===== config.mk =====
export PLATFORM = sky130hd
export DESIGN_NAME = sum_accum
export DESIGN_NICKNAME = d
export VERILOG_FILES = /design/src/rtl/sum_accum.sv
export SDC_FILE = /design/constraint.sdc
export NUM_CORES = 1
export LEC_CHECK = 0
export ABC_AREA = 1
export CORE_ASPECT_RATIO = 1.5
export CORE_UTILIZATION = 35
export CTS_CLUSTER_SIZE = 16
export DETAILED_ROUTE_END_ITERATION = 10
export DONT_BUFFER_PORTS = 1
export PLACE_DENSITY = 0.54
export SLEW_MARGIN = 20
export SYNTH_ARGS = -nofsm -noshare
export SYNTH_HDL_FRONTEND = slang
export SYNTH_SLANG_ARGS = --single-unit

===== constraint.sdc =====
create_clock -name clk -period 2.8 [get_ports clk]
set_input_delay 0.28 -clock clk [delete_from_list [all_inputs] [get_ports clk]]
set_output_delay 0.28 -clock clk [all_outputs]
set_load 0.01 [all_outputs]

===== src/rtl/sum_accum.sv =====
// sum_accum: collects COUNT adder sums into one accumulated result per block.
//
// Flow: IDLE takes the first sum of a block, ACCUM adds the remaining ones, and
// HOLD presents the finished total until downstream takes it. Input and output
// handshakes never overlap because in_ready is low while a result is held.
//
// Optional feature: define SUM_ACCUM_SAT_EN to clamp an overflowing block at
// 2^ACC_W-1 instead of wrapping. The ovf flag behaves the same in both builds.
//
// Ports:
//   clk       in   sole clock, rising edge
//   rst       in   synchronous active-high reset
//   in_valid  in   upstream sum valid
//   in_sum    in   SUM_W-bit sum from the adder stage
//   in_ready  out  block accepts in_sum this cycle (IDLE/ACCUM)
//   out_valid out  accumulated result valid (HOLD)
//   out_ready in   downstream accepts the result
//   out_acc   out  ACC_W-bit total of the last completed block
//   out_ovf   out  block overflowed (only while out_valid)
module sum_accum #(
  parameter int SUM_W = 5,
  parameter int ACC_W = 8,
  parameter int COUNT = 4
) (
  input  logic             clk,
  input  logic             rst,
  input  logic             in_valid,
  input  logic [SUM_W-1:0] in_sum,
  output logic             in_ready,
  output logic             out_valid,
  input  logic             out_ready,
  output logic [ACC_W-1:0] out_acc,
  output logic             out_ovf
);

  typedef enum logic [1:0] {
    IDLE  = 2'd0,
    ACCUM = 2'd1,
    HOLD  = 2'd2
  } state_t;

  localparam logic [7:0]       COUNT_C = 8'(COUNT);
  localparam logic [ACC_W-1:0] ACC_MAX = '1;

  state_t           r_state, w_state_next;
  logic [ACC_W-1:0] r_acc, w_acc_next;
  logic [ACC_W-1:0] r_out_acc, w_out_acc_next;
  logic [7:0]       r_cnt, w_cnt_next;
  logic             r_ovf, w_ovf_next;

  // Adder datapath: one extra bit so the carry out doubles as the overflow flag.
  logic [ACC_W:0]   w_in_ext;
  logic [ACC_W:0]   w_sum;
  logic [ACC_W-1:0] w_acc_base;
  logic [ACC_W-1:0] w_add_res;
  logic [7:0]       w_cnt_inc;
  logic             w_carry;
  logic             w_last;

  // A block starts from zero in IDLE regardless of what acc/cnt hold.
  assign w_acc_base = (r_state == IDLE) ? '0 : r_acc;
  assign w_cnt_inc  = ((r_state == IDLE) ? 8'd0 : r_cnt) + 8'd1;
  assign w_in_ext   = (ACC_W+1)'(in_sum);
  assign w_sum      = {1'b0, w_acc_base} + w_in_ext;
  assign w_carry    = w_sum[ACC_W];
  assign w_last     = (w_cnt_inc == COUNT_C);

`ifdef SUM_ACCUM_SAT_EN
  // Once clamped at max, any later non-zero add carries again, so the
  // value stays pinned at max for the rest of the block.
  assign w_add_res = w_carry ? ACC_MAX : w_sum[ACC_W-1:0];
`else
  assign w_add_res = w_sum[ACC_W-1:0];
`endif

  always_ff @(posedge clk) begin
    if (rst) begin
      r_state   <= IDLE;
      r_acc     <= '0;
      r_cnt     <= '0;
      r_ovf     <= 1'b0;
      r_out_acc <= '0;
    end else begin
      r_state   <= w_state_next;
      r_acc     <= w_acc_next;
      r_cnt     <= w_cnt_next;
      r_ovf     <= w_ovf_next;
      r_out_acc <= w_out_acc_next;
    end
  end

  always_comb begin
    w_state_next   = r_state;
    w_acc_next     = r_acc;
    w_cnt_next     = r_cnt;
    w_ovf_next     = r_ovf;
    w_out_acc_next = r_out_acc;
    in_ready       = (r_state != HOLD);
    out_valid      = (r_state == HOLD);
    out_acc        = r_out_acc;
    out_ovf        = (r_state == HOLD) && r_ovf;

    case (r_state)
      IDLE, ACCUM: begin
        if (in_valid) begin
          w_acc_next = w_add_res;
          w_cnt_next = w_cnt_inc;
          w_ovf_next = ((r_state == IDLE) ? 1'b0 : r_ovf) | w_carry;
          if (w_last) begin
            // Result register is loaded here so out_acc survives the
            // clearing of acc at the end of HOLD.
            w_state_next   = HOLD;
            w_out_acc_next = w_add_res;
          end else begin
            w_state_next = ACCUM;
          end
        end
      end
      HOLD: begin
        if (out_ready) begin
          w_state_next = IDLE;
          w_acc_next   = '0;
          w_cnt_next   = '0;
          w_ovf_next   = 1'b0;
        end
      end
      default: begin
        w_state_next = IDLE;
      end
    endcase
  end

endmodule


==> reports/qor.csv, run 1 <==
stage;metric;value;unit
run_status;status;finished clean;
cells_and_area;layout cells sized above 1;8.23;%
worst_setup_path;CP peak stage delay;0.41;ns
floorplanning;Die W;56.4;µm
routing;drc violations;0;
pwr;Comb pwr share;9.2;%
synth;Most used DFF post-synth;dfxtp_1;
place;Buffers on Ports;0;
worst_hold_path;hold endpoint;r_cnt[5]$_SDFFE_PP0P_;
global_route;gr ovfl total;0;
global_route;first-pass GRT wire length;5900;µm
routing;initial drt markers;29;
cells_and_area;fin util;38.4;%
sta;Fmax achieved;419;MHz
synth;sequential-to-total area share from yosys stat;34.8;%
routing;drt wl/cell;12.4;µm
synth;top post-synthesis cells by count;nand2_1, nor2_1, inv_1;
worst_setup_path;FF-to-FF Start;r_state[0]$_SDFFE_PP0P_;
worst_setup_path;family with the most delay on the worst path;simple AND/OR/NAND/NOR gates;
worst_setup_path;buffers and inverters on the worst path;0;
worst_setup_path;register-to-register setup slack;0.41;ns
synth;Syn Area/Cell;6.69;µm²
cts;CTS Buf Count;3;
sta;Max transition margin;63.7;%
routing;post-route ant nets;0;
cells_and_area;area of the multi-input gates;856;µm²
routing;WL final;3430;µm
synth;area share of the largest cell type after synthesis;34.8;%
sta;post-route setup slack;0.414;ns
worst_setup_path;CP required;3.01;ns
cts;level count of the clock H-tree;1;
synth;number of synthesis warnings;0;
synth;Cell Area, Synth;0.00155;mm²
sta;Hold Fails Final Rpt;0;
cts;Sink Count;27;
pwr;sequential share of power;57.7;%
synth;Post-synth EDFFs;0;
worst_hold_path;Hold Startpoint;rst;
cts;maximum clock insertion buffer count;2;
worst_hold_path;type of the worst min-delay path;in -> reg;
synth;cell taking the most area after synthesis;dfxtp_1;
global_route;initial antenna violation count;0;
cells_and_area;n_diodes;0;
sta;Final Max Tran Viols;0;
routing;Vias/cell;4.87;
worst_setup_path;CP cell instances;nor2_2 -> nor2_1 -> ha_1 -> fa_1 -> nand3_1 -> nand2_1 -> a21o_1 -> nand2_1 -> xor2_1 -> nand2_1 -> a21oi_1;
cts;Clk pin slew, worst setup/hold paths;0.10;ns
worst_setup_path;kind of critical path;reg -> reg;
pwr;clock power share;33.2;%
synth;syn_nets;247;
cells_and_area;area grow syn2layout;5.08;%
sta;Final setup viols;0;
worst_setup_path;CP endpoint kind;flop;
worst_setup_path;capturing point of the worst reg2reg path;r_acc[6]$_SDFFE_PP0P_;
worst_setup_path;crit-path most repeated cell;nand2_1;
synth;Synth area leaders;dfxtp_1, nand2_1, nor2_1;
sta;Tightest Pin Transition;0.543;ns
floorplanning;Core Region;0.00425;mm²
routing;number of detailed-route iterations in the first pass;4;
sta;unrepaired setup endpoints after global routing;no;
worst_hold_path;WHS Path Cells;1;
place;Place WS;0.437;ns
cts;CTS tree;built;
cells_and_area;final net count;247;
pwr;static leakage;0.780;nW
pwr;Int Pwr;0.513;mW
cells_and_area;flip-flop and latch area;541;µm²
cts;PostCTS Resize Cnt;0;
worst_setup_path;Crit Path Max Fanout;9;
worst_setup_path;WP data arrival;2.60;ns
synth;Yosys cell types;30;
pwr;Switching Share;25.8;%
floorplanning;row count;29;
worst_setup_path;Reg2Reg Depth;11;
cts;post-CTS setup buffer count;0;
place;Final Wtd Congestion;0.861;
floorplanning;Boundary Pins;20;
synth;count leader, synth;nand2_1;
synth;Syn Inst Count;232;
pwr;power density of the placed cells;424;mW/mm²
sta;Setup TNS;0;ns
floorplanning;Die H;83.6;µm
flow_run;Max-cap violations;0;
sta;post-layout min period;2.39;ns
floorplanning;Initial Util;36.6;%
global_route;GRT Overall Usage;15.8;%
cts;clock latency on the worst-skew pair;0.27;ns
worst_setup_path;type of origin of the critical path;flop;
floorplanning;die area;0.00471;mm²
global_route;vias in the first global route;1324;
synth;Post-synth ARST share;0;%
cts;# hold bufs at CTS;0;
cells_and_area;Layout fillers;468;
synth;synthesis-stage register bit count;27;
sta;Layout Skew;0.00175;ns
pwr;Peak VDD IR;0.282;mV
global_route;largest net degree at the start of global routing;20;
sta;period utilization;85.2;%
worst_setup_path;critical path's slowest cell;fa_1;
cts;CTS root buf;clkbuf_8;
pwr;switching power;0.179;mW
place;hpwl dp;2470;µm
routing;Via Count;1350;
## layout make-up
cell class                 count  share of cell area, %
timing repair buffer           1                  0.460
clock buffer                   3                   2.53
inverter                      33                   7.59
tap                           46                   3.53
sequential                    27                   33.1
multi-input combinational    166                   52.5
clock inverter                 1                  0.307
## per-layer routing
layer | vias up | share of wire [%] | GRT usage [%]
li1 | 717 | - | -
met3 | 4 | 2.3 | 2.33
met1 | 612 | 43 | 17.8
met2 | 17 | 53 | 29.1
met4 | 0 | 1.7 | 5.76
met5 | - | 0 | 0
## metrics by stage
step                instances  power, mW  cell area (µm²)  hold slack (ns)
floorplan                 232      0.460             1550            0.440
global placement          273      0.472             1590            0.351
detailed placement        273      0.472             1590            0.354
CTS                       277      0.705             1630           0.0506
global route              277      0.730             1630           0.0338
finish                    277      0.692             1630           0.0609
## worst max-delay path by stage
stage / start / endpoint / slack (ns) / cells after the start
CTS: r_state[0]$_SDFFE_PP0P_ / r_acc[6]$_SDFFE_PP0P_ / 0.41 / 11
detailed placement: r_state[0]$_SDFFE_PP0P_ / r_acc[6]$_SDFFE_PP0P_ / 0.44 / 11
global route: r_state[0]$_SDFFE_PP0P_ / r_acc[6]$_SDFFE_PP0P_ / 0.20 / 11
global placement: r_state[0]$_SDFFE_PP0P_ / r_acc[6]$_SDFFE_PP0P_ / 0.51 / 11
finish: r_state[0]$_SDFFE_PP0P_ / r_acc[6]$_SDFFE_PP0P_ / 0.41 / 11
floorplan: r_state[0]$_SDFFE_PP0P_ / r_acc[6]$_SDFFE_PP0P_ / 0.67 / 12
## cells by family (layout without fill, tap and decap cells)
family                     Yosys count  count (layout)  share of synthesized area, %
and+or+nand+nor                    125             125                          36.5
AOI/OAI and AO/OA                   29              29                          9.91
buffers and inverters               39              38                          10.1
DFF                                 27              27                          34.8
adders and majority gates            6               6                          5.32
xor gates and xnor gates             6               6                          3.38
## flip-flops by register name (all words and copies together), names as in the netlist
name	cells
out_acc	8
r_acc	8
r_cnt	8
r_state	2
r_ovf	1
## cell usage in the layout (no fill, tap or decap), drive strengths merged, types with 2 or more instances in the layout
cell type | Yosys | layout
clkinv | 1 | 2
xor2 | 4 | 4
dfxtp | 27 | 27
nand4 | 4 | 4
nor2 | 36 | 36
nand3 | 11 | 11
o21ai | 3 | 3
a21oi | 22 | 22
a21o | 2 | 2
xnor2 | 2 | 2
inv | 32 | 32
clkbuf | 3 | 3
ha | 5 | 5
nand2 | 71 | 71
nor3 | 2 | 2
## power by group through the flow
stage                     combinational [mW]  sequential, mW  clock [mW]
final                                 0.0634           0.399       0.230
after global routing                  0.0714           0.400       0.258
after CTS                             0.0646           0.399       0.242
after detailed placement              0.0645           0.408           0
after floorplan                       0.0547           0.405           0
after global placement                0.0647           0.408           0
## worst reg2reg max path, stage by stage (launching register included)
cell     delay, ns
dfxtp_1       0.39
nor2_2        0.38
nor2_1        0.09
ha_1          0.23
fa_1          0.41
nand3_1       0.10
nand2_1       0.09
a21o_1        0.17
nand2_1       0.09
xor2_1        0.19
nand2_1       0.07
a21oi_1       0.12
Note: power is estimated with default switching activity, not from simulation.
==> run 2, diff against run 1 <==
GPL_TIMING_DRIVEN = 0   (was unset)
==> run 2 against run 1 <==
  * Combinational power up 13%
  * Flip-flop and latch count stayed put
  * Critical endpoint unchanged
  * Largest power group unchanged
  * Critical path depth rose by 1
  * Sequential power barely moved
  * Setup slack worse by 0.14 ns
  * Sequential share of layout area down 0.48 points
==> reports/qor.csv, run 2 (synthesis results as in run 1) <==
stage;metric;value;unit
run_status;status;finished clean;
routing;WL final;3530;µm
routing;number of detailed-route iterations in the first pass;4;
sta;Tightest Pin Transition;0.561;ns
pwr;total power;0.693;mW
worst_setup_path;CP required;3.00;ns
pwr;static leakage;0.791;nW
cells_and_area;area grow syn2layout;6.61;%
worst_setup_path;crit-path most repeated cell;nand2_1;
cells_and_area;flip-flop and latch area;541;µm²
floorplanning;die area;0.00471;mm²
worst_setup_path;WP data arrival;2.72;ns
sta;Setup TNS;0;ns
routing;post-route ant nets;0;
cts;Sink Count;27;
cells_and_area;most frequent cells in the layout;nand2_1, nor2_1, inv_1;
worst_setup_path;Reg2Reg Depth;12;
worst_setup_path;CP peak stage delay;0.41;ns
cts;CTS root buf;clkbuf_8;
worst_setup_path;type of origin of the critical path;flop;
sta;Final Max Tran Viols;0;
cts;CTS tree;built;
worst_setup_path;FF-to-FF Start;r_state[0]$_SDFFE_PP0P_;
cts;clock latency on the worst-skew pair;0.27;ns
routing;Vias/cell;4.83;
pwr;Peak VDD IR;0.246;mV
cts;Clk pin slew, worst setup/hold paths;0.09;ns
cts;PostCTS Resize Cnt;0;
pwr;power density of the placed cells;418;mW/mm²
worst_setup_path;critical path's slowest cell;fa_1;
place;Final Wtd Congestion;0.798;
worst_hold_path;WHS Path Cells;2;
worst_setup_path;family with the most delay on the worst path;simple AND/OR/NAND/NOR gates;
global_route;vias in the first global route;1373;
cells_and_area;n_diodes;0;
cts;level count of the clock H-tree;1;
place;# placed instances;278;
sta;Final setup viols;0;
global_route;GRT Overall Usage;16.3;%
worst_setup_path;capturing point of the worst reg2reg path;r_acc[6]$_SDFFE_PP0P_;
worst_setup_path;buffers and inverters on the worst path;1;
worst_hold_path;type of the worst min-delay path;in -> reg;
cells_and_area;layout cells sized above 1;8.47;%
cells_and_area;Layout fillers;478;
cells_and_area;Non-Filler Instances;282;
routing;initial drt markers;26;
sta;unrepaired setup endpoints after global routing;no;
routing;Via Count;1361;
worst_setup_path;CP cell instances;buf_2 -> nor2_2 -> nor2_1 -> ha_1 -> fa_1 -> nand3_1 -> nand2_1 -> a21o_1 -> nand2_1 -> xor2_1 -> nand2_1 -> a21oi_1;
worst_hold_path;Hold Startpoint;out_ready;
sta;Fmax achieved;397;MHz
place;Buffers on Ports;0;
cells_and_area;most common cell after layout, fill and taps aside;nand2_1;
sta;Layout Skew;0.00344;ns
global_route;largest net degree at the start of global routing;15;
global_route;first-pass GRT wire length;6030;µm
floorplanning;Die H;83.6;µm
sta;period utilization;90.0;%
floorplanning;Die W;56.4;µm
cts;post-CTS setup buffer count;0;
floorplanning;Boundary Pins;20;
cts;CTS Buf Count;3;
routing;drt wl/cell;12.5;µm
floorplanning;row count;29;
cells_and_area;final net count;252;
routing;drc violations;0;
global_route;initial antenna violation count;0;
cts;maximum clock insertion buffer count;2;
cells_and_area;area of the multi-input gates;856;µm²
cts;# hold bufs at CTS;0;
worst_setup_path;register-to-register setup slack;0.28;ns
worst_setup_path;Crit Path Max Fanout;9;
worst_hold_path;hold endpoint;r_state[1]$_SDFFE_PP0P_;
global_route;gr ovfl total;0;
floorplanning;Core Region;0.00425;mm²
sta;post-layout min period;2.52;ns
sta;Max transition margin;62.6;%
worst_setup_path;kind of critical path;reg -> reg;
place;hpwl dp;2620;µm
floorplanning;Initial Util;36.6;%
flow_run;Max-cap violations;0;
sta;Hold Fails Final Rpt;0;
worst_setup_path;CP endpoint kind;flop;
## run 2: cell types whose count changed in the layout (fill, tap and decap cells not counted)
| cell | before | now |
|---|---|---|
| buf_2 | 0 | 2 |
| buf_4 | 1 | 0 |
| buf_6 | 0 | 1 |
| clkbuf_1 | 0 | 4 |
| clkinv_2 | 1 | 0 |
## run 2: worst max-delay path by stage
stage                                  from                    end  slack, ns  depth (start not counted)
detailed placement  r_state[0]$_SDFFE_PP0P_  r_acc[6]$_SDFFE_PP0P_       0.28                         12
floorplan           r_state[0]$_SDFFE_PP0P_  r_acc[6]$_SDFFE_PP0P_       0.67                         12
global placement    r_state[0]$_SDFFE_PP0P_  r_acc[6]$_SDFFE_PP0P_       0.27                         12
global route        r_state[0]$_SDFFE_PP0P_  r_acc[6]$_SDFFE_PP0P_       0.01                         12
CTS                 r_state[0]$_SDFFE_PP0P_  r_acc[6]$_SDFFE_PP0P_       0.24                         12
finish              r_state[0]$_SDFFE_PP0P_  r_acc[6]$_SDFFE_PP0P_       0.28                         12
## run 2: metal layers
metal / routed length [µm] / track usage (%)
met4: 49 / 6.87
met2: 1880 / 28.9
met1: 1540 / 19.5
met3: 68 / 2.02
met5: 0 / 0
## run 2: power breakdown
group	switching (mW)	total, mW	internal (mW)
clock network	0.122	0.224	0.102
logic	0.0495	0.0714	0.0219
registers	0.00515	0.397	0.392
total	0.176	0.693	0.516
## run 2: stage by stage
step	hold slack (ns)	area, µm²	utilization (%)	setup slack (ns)
after detailed placement	0.454	1610	37.9	0.277
after global placement	0.453	1610	37.9	0.266
after global routing	0.188	1660	39.0	0.0107
after CTS	0.173	1660	39.0	0.244
after floorplan	0.440	1550	-	0.668
final	0.193	1660	39.0	0.279
## run 2: area by class of cell
type                       instances  area share [%]
sequential                        27            32.7
clock buffer                       4            2.72
multi-input combinational        166            51.7
inverter                          33            7.48
buffer                             6            1.97
tap                               46            3.48
==> run 3, diff against run 2 <==
CTS_BUF_LIST = sky130_fd_sc_hd__clkbuf_16   (was unset)
PLACE_DENSITY = unset   (was 0.54)
PLACE_DENSITY_LB_ADDON = 0.3   (was unset)
==> run 3 against run 2 <==
  * Cell count is the same
  * Power rose by 17%
  * First-iteration DRC count decreased by 19%
  * Sequential power barely moved
  * Critical path type unchanged
  * Largest power group unchanged
  * Highest routed layer unchanged
==> reports/qor.csv, run 3 (synthesis results as in run 1) <==
stage;metric;value;unit
worst_setup_path;CP endpoint kind;flop;
cells_and_area;flip-flop and latch area;541;µm²
cts;Sink Count;27;
pwr;Peak VDD IR;0.362;mV
cts;CTS tree;built;
cells_and_area;design area;0.00169;mm²
worst_setup_path;CP required;3.00;ns
sta;Layout Skew;0.00633;ns
floorplanning;Core Region;0.00425;mm²
worst_setup_path;critical path launch point;r_state[0]$_SDFFE_PP0P_;
worst_setup_path;CP Capture Point;r_acc[6]$_SDFFE_PP0P_;
global_route;gr ovfl total;0;
place;# placed instances;278;
cts;Clk pin slew, worst setup/hold paths;0.07;ns
sta;period utilization;89.3;%
place;post-detailed-placement cell area;0.00161;mm²
cts;CTS root buf;clkbuf_16;
worst_setup_path;CP cell instances;buf_2 -> nor2_2 -> nor2_1 -> ha_1 -> fa_1 -> nand3_1 -> nand2_1 -> a21o_1 -> nand2_1 -> xor2_1 -> nand2_1 -> a21oi_1;
worst_setup_path;Reg2Reg Depth;12;
cells_and_area;area grow syn2layout;9.02;%
pwr;power density of the placed cells;477;mW/mm²
cts;maximum clock insertion buffer count;2;
sta;Tightest Pin Transition;0.520;ns
routing;number of detailed-route iterations in the first pass;4;
cells_and_area;most frequent cells in the layout;nand2_1, nor2_1, inv_1;
cells_and_area;most common cell after layout, fill and taps aside;nand2_1;
place;hpwl dp;2590;µm
global_route;initial antenna violation count;0;
routing;Via Count;1368;
routing;WL final;3440;µm
pwr;static leakage;0.805;nW
cts;clock latency on the worst-skew pair;0.27;ns
worst_setup_path;kind of critical path;reg -> reg;
floorplanning;Die W;56.4;µm
sta;unrepaired setup endpoints after global routing;no;
global_route;first-pass GRT wire length;5670;µm
sta;Setup TNS;0;ns
sta;post-route setup slack;0.300;ns
cts;post-CTS setup buffer count;0;
sta;post-layout min period;2.50;ns
routing;post-route ant nets;0;
worst_setup_path;Crit Path Max Fanout;9;
cts;level count of the clock H-tree;1;
routing;drt wl/cell;12.2;µm
worst_setup_path;family with the most delay on the worst path;simple AND/OR/NAND/NOR gates;
sta;Final setup viols;0;
cells_and_area;Non-Filler Instances;282;
cells_and_area;layout cells sized above 1;8.90;%
worst_setup_path;buffers and inverters on the worst path;1;
sta;Final Max Tran Viols;0;
sta;Hold Fails Final Rpt;0;
worst_setup_path;register-to-register setup slack;0.30;ns
worst_setup_path;capturing point of the worst reg2reg path;r_acc[6]$_SDFFE_PP0P_;
cells_and_area;area of the multi-input gates;856;µm²
global_route;GRT Overall Usage;15.4;%
cells_and_area;Layout fillers;453;
sta;Max transition margin;65.3;%
worst_setup_path;WP data arrival;2.70;ns
floorplanning;Initial Util;36.6;%
cells_and_area;fin util;39.9;%
worst_setup_path;critical path's slowest cell;fa_1;
pwr;total power;0.807;mW
cells_and_area;n_diodes;0;
floorplanning;Die H;83.6;µm
worst_hold_path;WHS Path Cells;2;
worst_setup_path;FF-to-FF Start;r_state[0]$_SDFFE_PP0P_;
floorplanning;die area;0.00471;mm²
worst_setup_path;crit-path most repeated cell;nand2_1;
place;Buffers on Ports;0;
worst_setup_path;Worst path depth;12;
flow_run;Max-cap violations;0;
floorplanning;row count;29;
cells_and_area;final net count;252;
worst_setup_path;type of origin of the critical path;flop;
global_route;vias in the first global route;1293;
cts;CTS Buf Count;3;
worst_setup_path;CP peak stage delay;0.42;ns
sta;Min Hold Slack;0.195;ns
place;Final Wtd Congestion;0.789;
routing;drc violations;0;
global_route;largest net degree at the start of global routing;17;
place;Place WS;0.302;ns
cts;PostCTS Resize Cnt;0;
sta;Fmax achieved;400;MHz
run_status;status;finished clean;
routing;Vias/cell;4.85;
worst_hold_path;type of the worst min-delay path;in -> reg;
floorplanning;Boundary Pins;20;
routing;initial drt markers;21;
cts;# hold bufs at CTS;0;
## run 3: cell count changes in the layout (fill, tap and decap cells not counted)
cell	delta
clkbuf_8	-3
clkinvlp_4	+1
clkbuf_1	-1
clkbuf_16	+3
## run 3: metal layers
metal	track usage (%)	wire [µm]	share of wire, %
met5	0	0	0
met4	6.65	52	1.5
met3	1.55	60	1.7
met2	29.0	1840	54
met1	16.9	1490	43
## run 3: layout make-up
class	instances	area share (%)
multi-input combinational	166	50.6
inverter	33	7.32
buffer	6	1.92
clock buffer	3	4.43
clock inverter	1	0.443
sequential	27	31.9
tap	46	3.40
## run 3: where the power goes
group          switching (mW)  leakage [nW]  internal [mW]
sequential            0.00523         0.219          0.392
combinational          0.0488         0.549         0.0218
clock                   0.144        0.0371          0.195
## run 3: worst min path at each step
stage | slack (ns) | endpoint | startpoint
after detailed placement | 0.45 | r_acc[0]$_SDFFE_PP0P_ | r_acc[0]$_SDFFE_PP0P_
after global routing | 0.19 | r_state[1]$_SDFFE_PP0P_ | out_ready
final | 0.19 | r_state[1]$_SDFFE_PP0P_ | out_ready
after floorplan | 0.44 | r_acc[2]$_SDFFE_PP0P_ | r_acc[2]$_SDFFE_PP0P_
after global placement | 0.45 | r_acc[2]$_SDFFE_PP0P_ | r_acc[2]$_SDFFE_PP0P_
after CTS | 0.20 | r_state[0]$_SDFFE_PP0P_ | in_valid
